$ cat src/rtl/input_write_packer.sv
// Write-side front end for a double buffer. Packs COUNT narrow elements per word,
// writes the words into the current write bank, then requests a bank swap once the
// fill is complete and the consumer has released the read bank.
module input_write_packer #(
  parameter int unsigned IN_WIDTH        = 16,
  parameter int unsigned DATA_WIDTH      = 64,
  parameter int unsigned COUNT           = 4,
  parameter int unsigned BANK_ADDR_WIDTH = 7,
  parameter int unsigned BANK_DEPTH      = 128
) (
  input  logic                       clk,
  input  logic                       rst,
  input  logic                       config_en,
  input  logic [BANK_ADDR_WIDTH:0]   config_words,
  input  logic [IN_WIDTH-1:0]        in_data,
  input  logic                       in_vld,
  output logic                       in_rdy,
  output logic                       wen,
  output logic [BANK_ADDR_WIDTH-1:0] wadr,
  output logic [DATA_WIDTH-1:0]      wdata,
  output logic                       switch_banks,
  output logic                       rd_valid,
  input  logic                       read_done
);

  localparam int unsigned ElemW = $clog2(COUNT);
  localparam int unsigned CntW  = BANK_ADDR_WIDTH + 1;

  localparam logic [CntW-1:0]  DepthW   = CntW'(BANK_DEPTH);
  localparam logic [ElemW-1:0] LastLane = ElemW'(COUNT - 1);

  localparam logic [2:0] StIdle     = 3'd0;
  localparam logic [2:0] StFill     = 3'd1;
  localparam logic [2:0] StDrain    = 3'd2;
  localparam logic [2:0] StWaitSwap = 3'd3;
  localparam logic [2:0] StSwap     = 3'd4;

  logic [2:0]                 state_q, state_d;
  logic [ElemW-1:0]           elem_cnt_q, elem_cnt_d;
  logic [CntW-1:0]            word_cnt_q, word_cnt_d;
  logic [CntW-1:0]            cfg_words_q, cfg_words_d;
  logic [DATA_WIDTH-1:0]      pack_q, pack_d;
  logic                       in_rdy_q, in_rdy_d;
  logic                       wen_q, wen_d;
  logic [BANK_ADDR_WIDTH-1:0] wadr_q, wadr_d;
  logic [DATA_WIDTH-1:0]      wdata_q, wdata_d;
  logic                       switch_q, switch_d;
  logic                       rd_valid_q, rd_valid_d;

  logic                       accept;
  logic [CntW-1:0]            cfg_clamped;

  assign accept      = in_vld && in_rdy_q && (state_q == StFill);
  assign cfg_clamped = (config_words > DepthW) ? DepthW : config_words;

  // Next-state logic: config_en overrides everything else in the same cycle.
  always_comb begin
    state_d     = state_q;
    elem_cnt_d  = elem_cnt_q;
    word_cnt_d  = word_cnt_q;
    cfg_words_d = cfg_words_q;
    pack_d      = pack_q;
    in_rdy_d    = in_rdy_q;
    wen_d       = 1'b0;
    wadr_d      = wadr_q;
    wdata_d     = wdata_q;
    switch_d    = 1'b0;
    rd_valid_d  = rd_valid_q;

    // A release during SWAP refers to the bank that is about to become the write bank.
    if (rd_valid_q && read_done && (state_q != StSwap)) begin
      rd_valid_d = 1'b0;
    end

    if (config_en) begin
      cfg_words_d = cfg_clamped;
      elem_cnt_d  = '0;
      word_cnt_d  = '0;
      pack_d      = '0;
      rd_valid_d  = 1'b0;
      if (config_words == '0) begin
        state_d  = StIdle;
        in_rdy_d = 1'b0;
      end else begin
        state_d  = StFill;
        in_rdy_d = 1'b1;
      end
    end else begin
      case (state_q)
        StIdle: begin
          in_rdy_d = 1'b0;
        end
        StFill: begin
          if (accept) begin
            pack_d[int'(elem_cnt_q) * IN_WIDTH +: IN_WIDTH] = in_data;
            if (elem_cnt_q == LastLane) begin
              wen_d      = 1'b1;
              wadr_d     = word_cnt_q[BANK_ADDR_WIDTH-1:0];
              wdata_d    = pack_d;
              elem_cnt_d = '0;
              word_cnt_d = word_cnt_q + CntW'(1);
              if (word_cnt_q == cfg_words_q - CntW'(1)) begin
                in_rdy_d = 1'b0;
                state_d  = StDrain;
              end
            end else begin
              elem_cnt_d = elem_cnt_q + ElemW'(1);
            end
          end
        end
        StDrain: begin
          // Final write is on the bus this cycle; swap only afterwards.
          state_d = StWaitSwap;
        end
        StWaitSwap: begin
          if (!rd_valid_q) begin
            state_d  = StSwap;
            switch_d = 1'b1;
          end
        end
        StSwap: begin
          rd_valid_d = 1'b1;
          word_cnt_d = '0;
          elem_cnt_d = '0;
          in_rdy_d   = 1'b1;
          state_d    = StFill;
        end
        default: begin
          state_d  = StIdle;
          in_rdy_d = 1'b0;
        end
      endcase
    end
  end

  // State and registered outputs, cleared immediately on reset.
  always_ff @(posedge clk or posedge rst) begin
    if (rst) begin
      state_q     <= StIdle;
      elem_cnt_q  <= '0;
      word_cnt_q  <= '0;
      cfg_words_q <= '0;
      pack_q      <= '0;
      in_rdy_q    <= 1'b0;
      wen_q       <= 1'b0;
      wadr_q      <= '0;
      wdata_q     <= '0;
      switch_q    <= 1'b0;
      rd_valid_q  <= 1'b0;
    end else begin
      state_q     <= state_d;
      elem_cnt_q  <= elem_cnt_d;
      word_cnt_q  <= word_cnt_d;
      cfg_words_q <= cfg_words_d;
      pack_q      <= pack_d;
      in_rdy_q    <= in_rdy_d;
      wen_q       <= wen_d;
      wadr_q      <= wadr_d;
      wdata_q     <= wdata_d;
      switch_q    <= switch_d;
      rd_valid_q  <= rd_valid_d;
    end
  end

  assign in_rdy       = in_rdy_q;
  assign wen          = wen_q;
  assign wadr         = wadr_q;
  assign wdata        = wdata_q;
  assign switch_banks = switch_q;
  assign rd_valid     = rd_valid_q;

endmodule
$ cat config.mk
export PLATFORM = sky130hd
export DESIGN_NAME = input_write_packer
export DESIGN_NICKNAME = d
export VERILOG_FILES = /design/src/rtl/input_write_packer.sv
export SDC_FILE = /design/constraint.sdc
export NUM_CORES = 1
export LEC_CHECK = 0
export ABC_AREA = 1
export CAP_MARGIN = 30
export CORE_MARGIN = 2
export CORE_UTILIZATION = 55
export CTS_CLUSTER_SIZE = 25
export DETAILED_ROUTE_END_ITERATION = 16
export PLACE_DENSITY = 0.81
export SETUP_SLACK_MARGIN = 0.4
export SYNTH_ARGS = -nofsm -noshare
export SYNTH_HDL_FRONTEND = slang
export SYNTH_SLANG_ARGS = --single-unit
$ cat constraint.sdc
create_clock -name clk -period 14.7 [get_ports clk]
set_input_delay 2.94 -clock clk [delete_from_list [all_inputs] [get_ports clk]]
set_output_delay 2.94 -clock clk [all_outputs]
set_load 0.02 [all_outputs]
==> metrics.md, run 1 <==
| Metric | Value |
|---|---|
| Cell area power density | 122 mW/mm^2 |
| Final-report hold violation count | 0 |
| Fmax | roughly 0.18 GHz |
| Row Count | 42 |
| Starting Density | 55.7% |
| DRC errors left | 0 |
| Most frequent cells after synthesis | inv_1, nand2_1, dfrtp_1 |
| Clk pin slew, worst setup/hold paths | 60 ps |
| Peak supply drop | 0.0694 mV |
| Fill cell count | 978 |
| Internal | 788 uW |
| CP arrival | about 5800 ps |
| Placement Cell Area | between 0.008 and 0.009 sq mm |
| CP delay by family, top | buffers and inverters |
| Cell Chain, Critical Path | clkdlybuf4s50_1, nor2_4, inv_2, nor2_8, inv_2, nor2_8, inv_4, buf_16, o21ai_0 |
| Total Nets Final | between 900 and 1000 |
| CTS tree | done |
| Via/cell ratio | 5.43 |
| Antenna Violating Nets Remaining | 0 |
| Hold WC Path Type | register to register |
| Post-layout instance area | 0.00907 sq mm |
| Vias in the first global route | 5835 |
| Antenna cells | 0 |
| Critical path endpoint category | register |
| Setup crit start kind | input port |
| Most numerous cell in the Yosys netlist | inv_1 |
| FFs w/ async S/R, synth | between 90% and 100% |
| Worst-margin pin slew | 932 ps |
| I/O pin count | about 100 |
| First-pass GRT wire length | 28900 um |
| CORE AREA | 0.0131 sq mm |
| Post-CTS Setup Inserts | 0 |
| Min Tclk post-route | 5530 ps |
| Worst Slack Setup Final | around 9200 ps |
| GRT overflow | 0 |
| Total CTS buffers | 17 |
| Max Slew Vio Count | 0 |
| MaxCap Viol Count | 0 |
| Post-cts resize count | 0 |
| Flops & latches, synth | 160 |
| Setup WS pre-CTS | 8680 ps |
| GP Congestion | 0.860 |
| Flop-to-flop setup slack | 11890 ps |
| Detailed Routing Iterations Pass 1 | 5 |
| Critical Path Fanout Max | between 80 and 90 |
| TNS Setup | 0 ps |
| Worst r2r path cells | 6 |
| Cts hold-fix bufs | 0 |
| Met1 GRT Util | 36.0% |
| Reg power frac | 42.0% |
| RR Endpoint | wdata[34]$_DFFE_PP0P_ |
| Final setup vio count | 0 |
| Layout Cells excl Fill | about 1100 |
| Via count | 6174 |
| Root buffer cell | clkbuf_16 |
| Post-Synthesis Cell Area | 0.00731 sq mm |
| Routing usage on met2 | around two fifths |
| Crit path kind | input port to register |
| Layout cells sized above 1 | 5.31% |
| Clock Power Share | between 40% and 50% |
| Mapped Nets | 899 |
| P&R area growth vs syn | 24.1% |
| Synth cell types | 30 |
| Post-Route WL | ~18000 um |
| Worst path slowest cell | clkdlybuf4s50_1 |
| Drt wl/cell | 15.5 um |
| Buf/Inv on CP | 5 |
| Register area share after synthesis | 54.7% |
| Die area | about 0.014 sq mm |
| Post-synth EDFFs | 0 |
| Worst Clk Skew | between 7 and 8 ps |
| Die W | 119 um |
| Clock Latency Late Sink | ~430 ps |
| Gate Count Post-Synth | between 800 and 900 |
| Ys Warns | 0 |
| DP HPWL | 11500 um |
| P_sw | approximately 310 uW |
| Cells after DPL | 1104 |
| IO buf count | 103 |
| Sw Share | 28.6% |
| Ys flop type | dfrtp_1 |
| Final worst-path cycle share | 37.6% |
| Grt met3 use | under 10% |
| DR iter-0 viols | 662 |
| Largest net degree at the start of global routing | 85 |
| CP max stage delay | 890 ps |
| RSZ-0062 raised after global routing | no |
| Antenna violations before repair | 0 |
| CTS sink cnt | 160 |
| Share of the synthesized area in the top cell type | 54.7% |
| Clock Path Buffers | 2 |
| Lkg Pwr | 4.02 nW |
| Slew HR | a little under two fifths |
| CP endpoint | wadr[2]$_DFFE_PP0P_ |
| Ranking of synthesized cells by area | dfrtp_1, o22ai_1, inv_1 |
| Most used routing layer | met2 |
| Launch point of the worst path | config_en |
| Mean Syn Cell Area | 8.48 sq um |
| Worst EP required | about 15000 ps |
| Overall die height | 119 um |
| Gr usage total | around a quarter |
| Most area-hungry cell type in the Yosys netlist | dfrtp_1 |
| H-tree levels | 4 |
| Reg-to-Reg Start | elem_cnt_q[0]$_DFFE_PP0P_ |
| Outcome | completed |
| Crit path depth | 9 |
| Combinational share of power | 17.0% |
metrics by stage:
stage | utilization [%] | hold slack (ps) | power [mW]
finish | 69.1 | 472 | 1.10
global route | 69.1 | 500 | 1.14
CTS | 69.1 | 477 | 1.10
detailed placement | 64.4 | 462 | 0.653
global placement | 63.8 | 458 | 0.646
floorplan | - | 464 | 0.595
metal layers:
| layer | vias up | wire length [um] |
|---|---|---|
| met5 | - | 0 |
| met4 | 0 | 398 |
| met3 | 30 | 1180 |
| met2 | 245 | 8450 |
| met1 | 2953 | 7570 |
| li1 | 2946 | - |
cells by family after synthesis:
family | after synthesis | synth area share, %
AOI/OAI and AO/OA | 213 | 17.0
xor gates and xnor gates | 5 | 0.599
adders and majority gates | 8 | 1.37
buffers and inverters | 229 | 12.3
DFF | 160 | 54.7
and+or+nand+nor | 247 | 14.0
layout by cell type (no fill, tap or decap), types with 8 or more instances in the layout:
cell	count
inv_1	182
nand2_1	164
dfrtp_1	160
o22ai_1	116
clkdlybuf4s50_1	103
o21ai_0	77
nor2_1	45
nand3_1	21
clkbuf_16	17
ha_1	8
sequential cells by signal, indices dropped and copies added, names as in the netlist:
register / cells
cfg_words_q: 8
elem_cnt_q: 2
in_rdy: 1
pack_q: 64
rd_valid: 1
state_q: 3
switch_banks: 1
wadr: 7
wdata: 64
wen: 1
word_cnt_q: 8
area by class of cell:
cell class	instances	area [sq um]	share of cell area, %
Sequential cell	160	4000	44.1
Multi-Input combinational cell	473	2410	26.5
Timing Repair Buffer	107	1120	12.4
Inverter	188	713	7.86
Clock buffer	22	474	5.23
Tap cell	176	220	2.43
Clock inverter	10	134	1.48
worst min path at each step:
stage	start	to	depth (start not counted)
after floorplan	word_cnt_q[3]$_DFFE_PP0P_	word_cnt_q[3]$_DFFE_PP0P_	1
after global placement	wdata[51]$_DFFE_PP0P_	wdata[51]$_DFFE_PP0P_	2
after detailed placement	wdata[51]$_DFFE_PP0P_	wdata[51]$_DFFE_PP0P_	2
after CTS	wdata[51]$_DFFE_PP0P_	wdata[51]$_DFFE_PP0P_	2
after global routing	wdata[53]$_DFFE_PP0P_	wdata[53]$_DFFE_PP0P_	2
final	wdata[54]$_DFFE_PP0P_	wdata[54]$_DFFE_PP0P_	2
power groups by stage:
stage / Combinational (mW) / Clock (mW) / Sequential (mW)
6_report: 0.187 / 0.453 / 0.463
5_1_grt: 0.206 / 0.473 / 0.465
4_1_cts: 0.185 / 0.455 / 0.463
3_5_place_dp: 0.182 / 0 / 0.471
3_3_place_gp: 0.175 / 0 / 0.471
2_1_floorplan: 0.119 / 0 / 0.476
worst reg2reg max path, delay by kind of cell, from the launching register on:
kind,cells,cell delay [ps]
buf+inv,2,330
fa+ha+maj,1,620
flops,1,460
compound gates,2,610
simple gates,1,720
(Power assumes the default switching activity.)
==> run 2, diff against run 1 <==
Settings changed: CORE_UTILIZATION 55 to 49, PLACE_DENSITY 0.81 to 0.77.
Clock period 14.7 ns to 4.55 ns, I/O delays scaled along.
==> metrics.md, run 2 (synthesis gave the netlist of run 1 again) <==
| Metric | Value |
|---|---|
| Via count | 6165 (was 6174) |
| Worst EP required | 4880 ps (was 15000 ps) |
| Buf/Inv on CP | 5 (unchanged) |
| Final-report hold violation count | 0 (unchanged) |
| Crit path kind | input port to register (unchanged) |
| CP max stage delay | 750 ps (was 890 ps) |
| H-tree levels | 4 (unchanged) |
| Via/cell ratio | 5.37 (was 5.43) |
| Min Tclk post-route | ~3000 ps |
| Cell Chain, Critical Path | clkdlybuf4s50_1, nor2_4, inv_2, nor2_8, inv_2, nor2_8, inv_4, buf_12, o21ai_0 (was clkdlybuf4s50_1, nor2_4, inv_2, nor2_8, inv_2, nor2_8, inv_4, buf_16, o21ai_0) |
| First-pass GRT wire length | 29500 um (was 28900 um) |
| CP arrival | 3320 ps (was 5830 ps) |
| Die W | 126 um (was 119 um) |
| Hold WC Path Type | register to register (unchanged) |
| CORE AREA | 0.0145 sq mm (was 0.0131 sq mm) |
| Cts hold-fix bufs | 0 (unchanged) |
| Total CTS buffers | 17 (unchanged) |
| Total Nets Final | 988 (was 984) |
| Clk pin slew, worst setup/hold paths | 60 ps (about the same) |
| Most frequent cells in the layout | inv_1, nand2_1, dfrtp_1, o22ai_1, clkdlybuf4s50_1 (unchanged) |
| Worst Slack Setup Final | 1560 ps (was 9170 ps) |
| Final worst-path cycle share | 65.7% |
| TNS Setup | 0 ps (unchanged) |
| DP HPWL | 11700 um (was 11500 um) |
| Clock Latency Late Sink | 430 ps (about the same) |
| Setup WS pre-CTS | 1200 ps (was 8680 ps) |
| DRC errors left | 0 (unchanged) |
| Vias in the first global route | 5745 (was 5835) |
| Min Hold Slack | 474 ps (was 472 ps) |
| Final Core Density | 62.9% (was 69.1%) |
| Max Slew Vio Count | 0 (unchanged) |
| Die area | 0.0159 sq mm (was 0.0142 sq mm) |
| Worst-margin pin slew | 751 ps (was 932 ps) |
| CTS tree | done (unchanged) |
| Lkg Pwr | 4.05 nW (was 4.02 nW) |
| RSZ-0062 raised after global routing | no (unchanged) |
| Antenna Violating Nets Remaining | 0 (unchanged) |
| IO buf count | 103 (unchanged) |
| Outcome | completed (unchanged) |
| Worst path slowest cell | clkdlybuf4s50_1 (unchanged) |
| Drt wl/cell | 15.5 um (about the same) |
| Clock Path Buffers | 2 (unchanged) |
| GP Congestion | 0.861 (was 0.860) |
| Largest net degree at the start of global routing | 57 (was 85) |
| Slew HR | 49.8% (was 37.8%) |
| Starting Density | 50.3% (was 55.7%) |
| Antenna violations before repair | 0 (unchanged) |
| Antenna cells | 0 (unchanged) |
| Setup crit start kind | input port (unchanged) |
| MaxCap Viol Count | 0 (unchanged) |
| Root buffer cell | clkbuf_16 (unchanged) |
| Most common cell after layout, fill and taps aside | inv_1 (unchanged) |
| Post-CTS Setup Inserts | 0 (unchanged) |
| Fmax | 0.335 GHz |
| Peak supply drop | 0.291 mV (was 0.0694 mV) |
| GRT overflow | 0 (unchanged) |
| P&R area growth vs syn | 25.1% (was 24.1%) |
| I/O pin count | 104 (unchanged) |
| CP delay by family, top | buffers and inverters (unchanged) |
| Critical path endpoint category | register (unchanged) |
| Layout cells sized above 1 | 5.71% (was 5.31%) |
| Overall die height | 126 um (was 119 um) |
| Final setup vio count | 0 (unchanged) |
| Post-cts resize count | 0 (unchanged) |
| DR iter-0 viols | 783 (was 662) |
| CTS sink cnt | 160 (unchanged) |
| Cell area power density | 398 mW/mm^2 (was 122 mW/mm^2) |
| Post-Route WL | 17700 um (was 17600 um) |
| Row Count | 44 (was 42) |
| Critical Path Fanout Max | 56 (was 84) |
| Detailed Routing Iterations Pass 1 | 5 (unchanged) |
| Gr usage total | 23.2% (was 25.9%) |
| Worst Clk Skew | 8.42 ps (was 7.19 ps) |
run 2: final cells by class:
type                       instances  area (sq um)
clock buffer                      23           488
tap                              184           230
timing repair buffer             111          1150
fill                            1190          5390
multi-input combinational        473          2410
inverter                         188           712
clock inverter                     9           154
sequential                       160          4000
run 2: path summary, 6_finish.rpt:
| kind | from | to | slack, ps | cells past startpoint |
|---|---|---|---|---|
| setup / recovery | config_en | wdata[32]$_DFFE_PP0P_ | 1560 | 9 |
| hold / removal | wdata[53]$_DFFE_PP0P_ | wdata[53]$_DFFE_PP0P_ | 470 | 2 |
| setup reg to reg | elem_cnt_q[0]$_DFFE_PP0P_ | wdata[32]$_DFFE_PP0P_ | 1730 | 6 |
| hold reg to reg | wdata[53]$_DFFE_PP0P_ | wdata[53]$_DFFE_PP0P_ | 470 | 2 |
| max in group asynchronous | rst | pack_q[47]$_DFFE_PP0P_ | 3090 | 4 |
| min in group asynchronous | rst | wdata[39]$_DFFE_PP0P_ | 760 | 2 |
run 2: where the power goes:
group          leakage (nW)  switching [mW]  internal, mW
registers              2.22          0.0329          1.46
logic                  1.52           0.424         0.178
clock network         0.309           0.570         0.976
run 2: layer usage:
layer | vias to the layer above | GRT usage, % | routed length [um]
li1 | 2960 | - | -
met2 | 241 | 34.6 | 8110
met1 | 2932 | 33.3 | 7940
met3 | 32 | 4.67 | 1240
met4 | 0 | 9.70 | 443
met5 | - | 0 | 0
run 2: worst min-delay path, stage by stage (launching register included):
cell and delay, ps:
dfrtp_1 340, nand2_1 50, nand2_1 50
run 2: metrics by stage:
stage	cell area (sq um)	power, mW	std cells
5_1_grt	9150	3.78	1148
4_1_cts	9150	3.64	1148
6_report	9150	3.64	1148
2_1_floorplan	7320	1.92	862
3_3_place_gp	8490	2.10	1115
3_5_place_dp	8510	2.11	1116
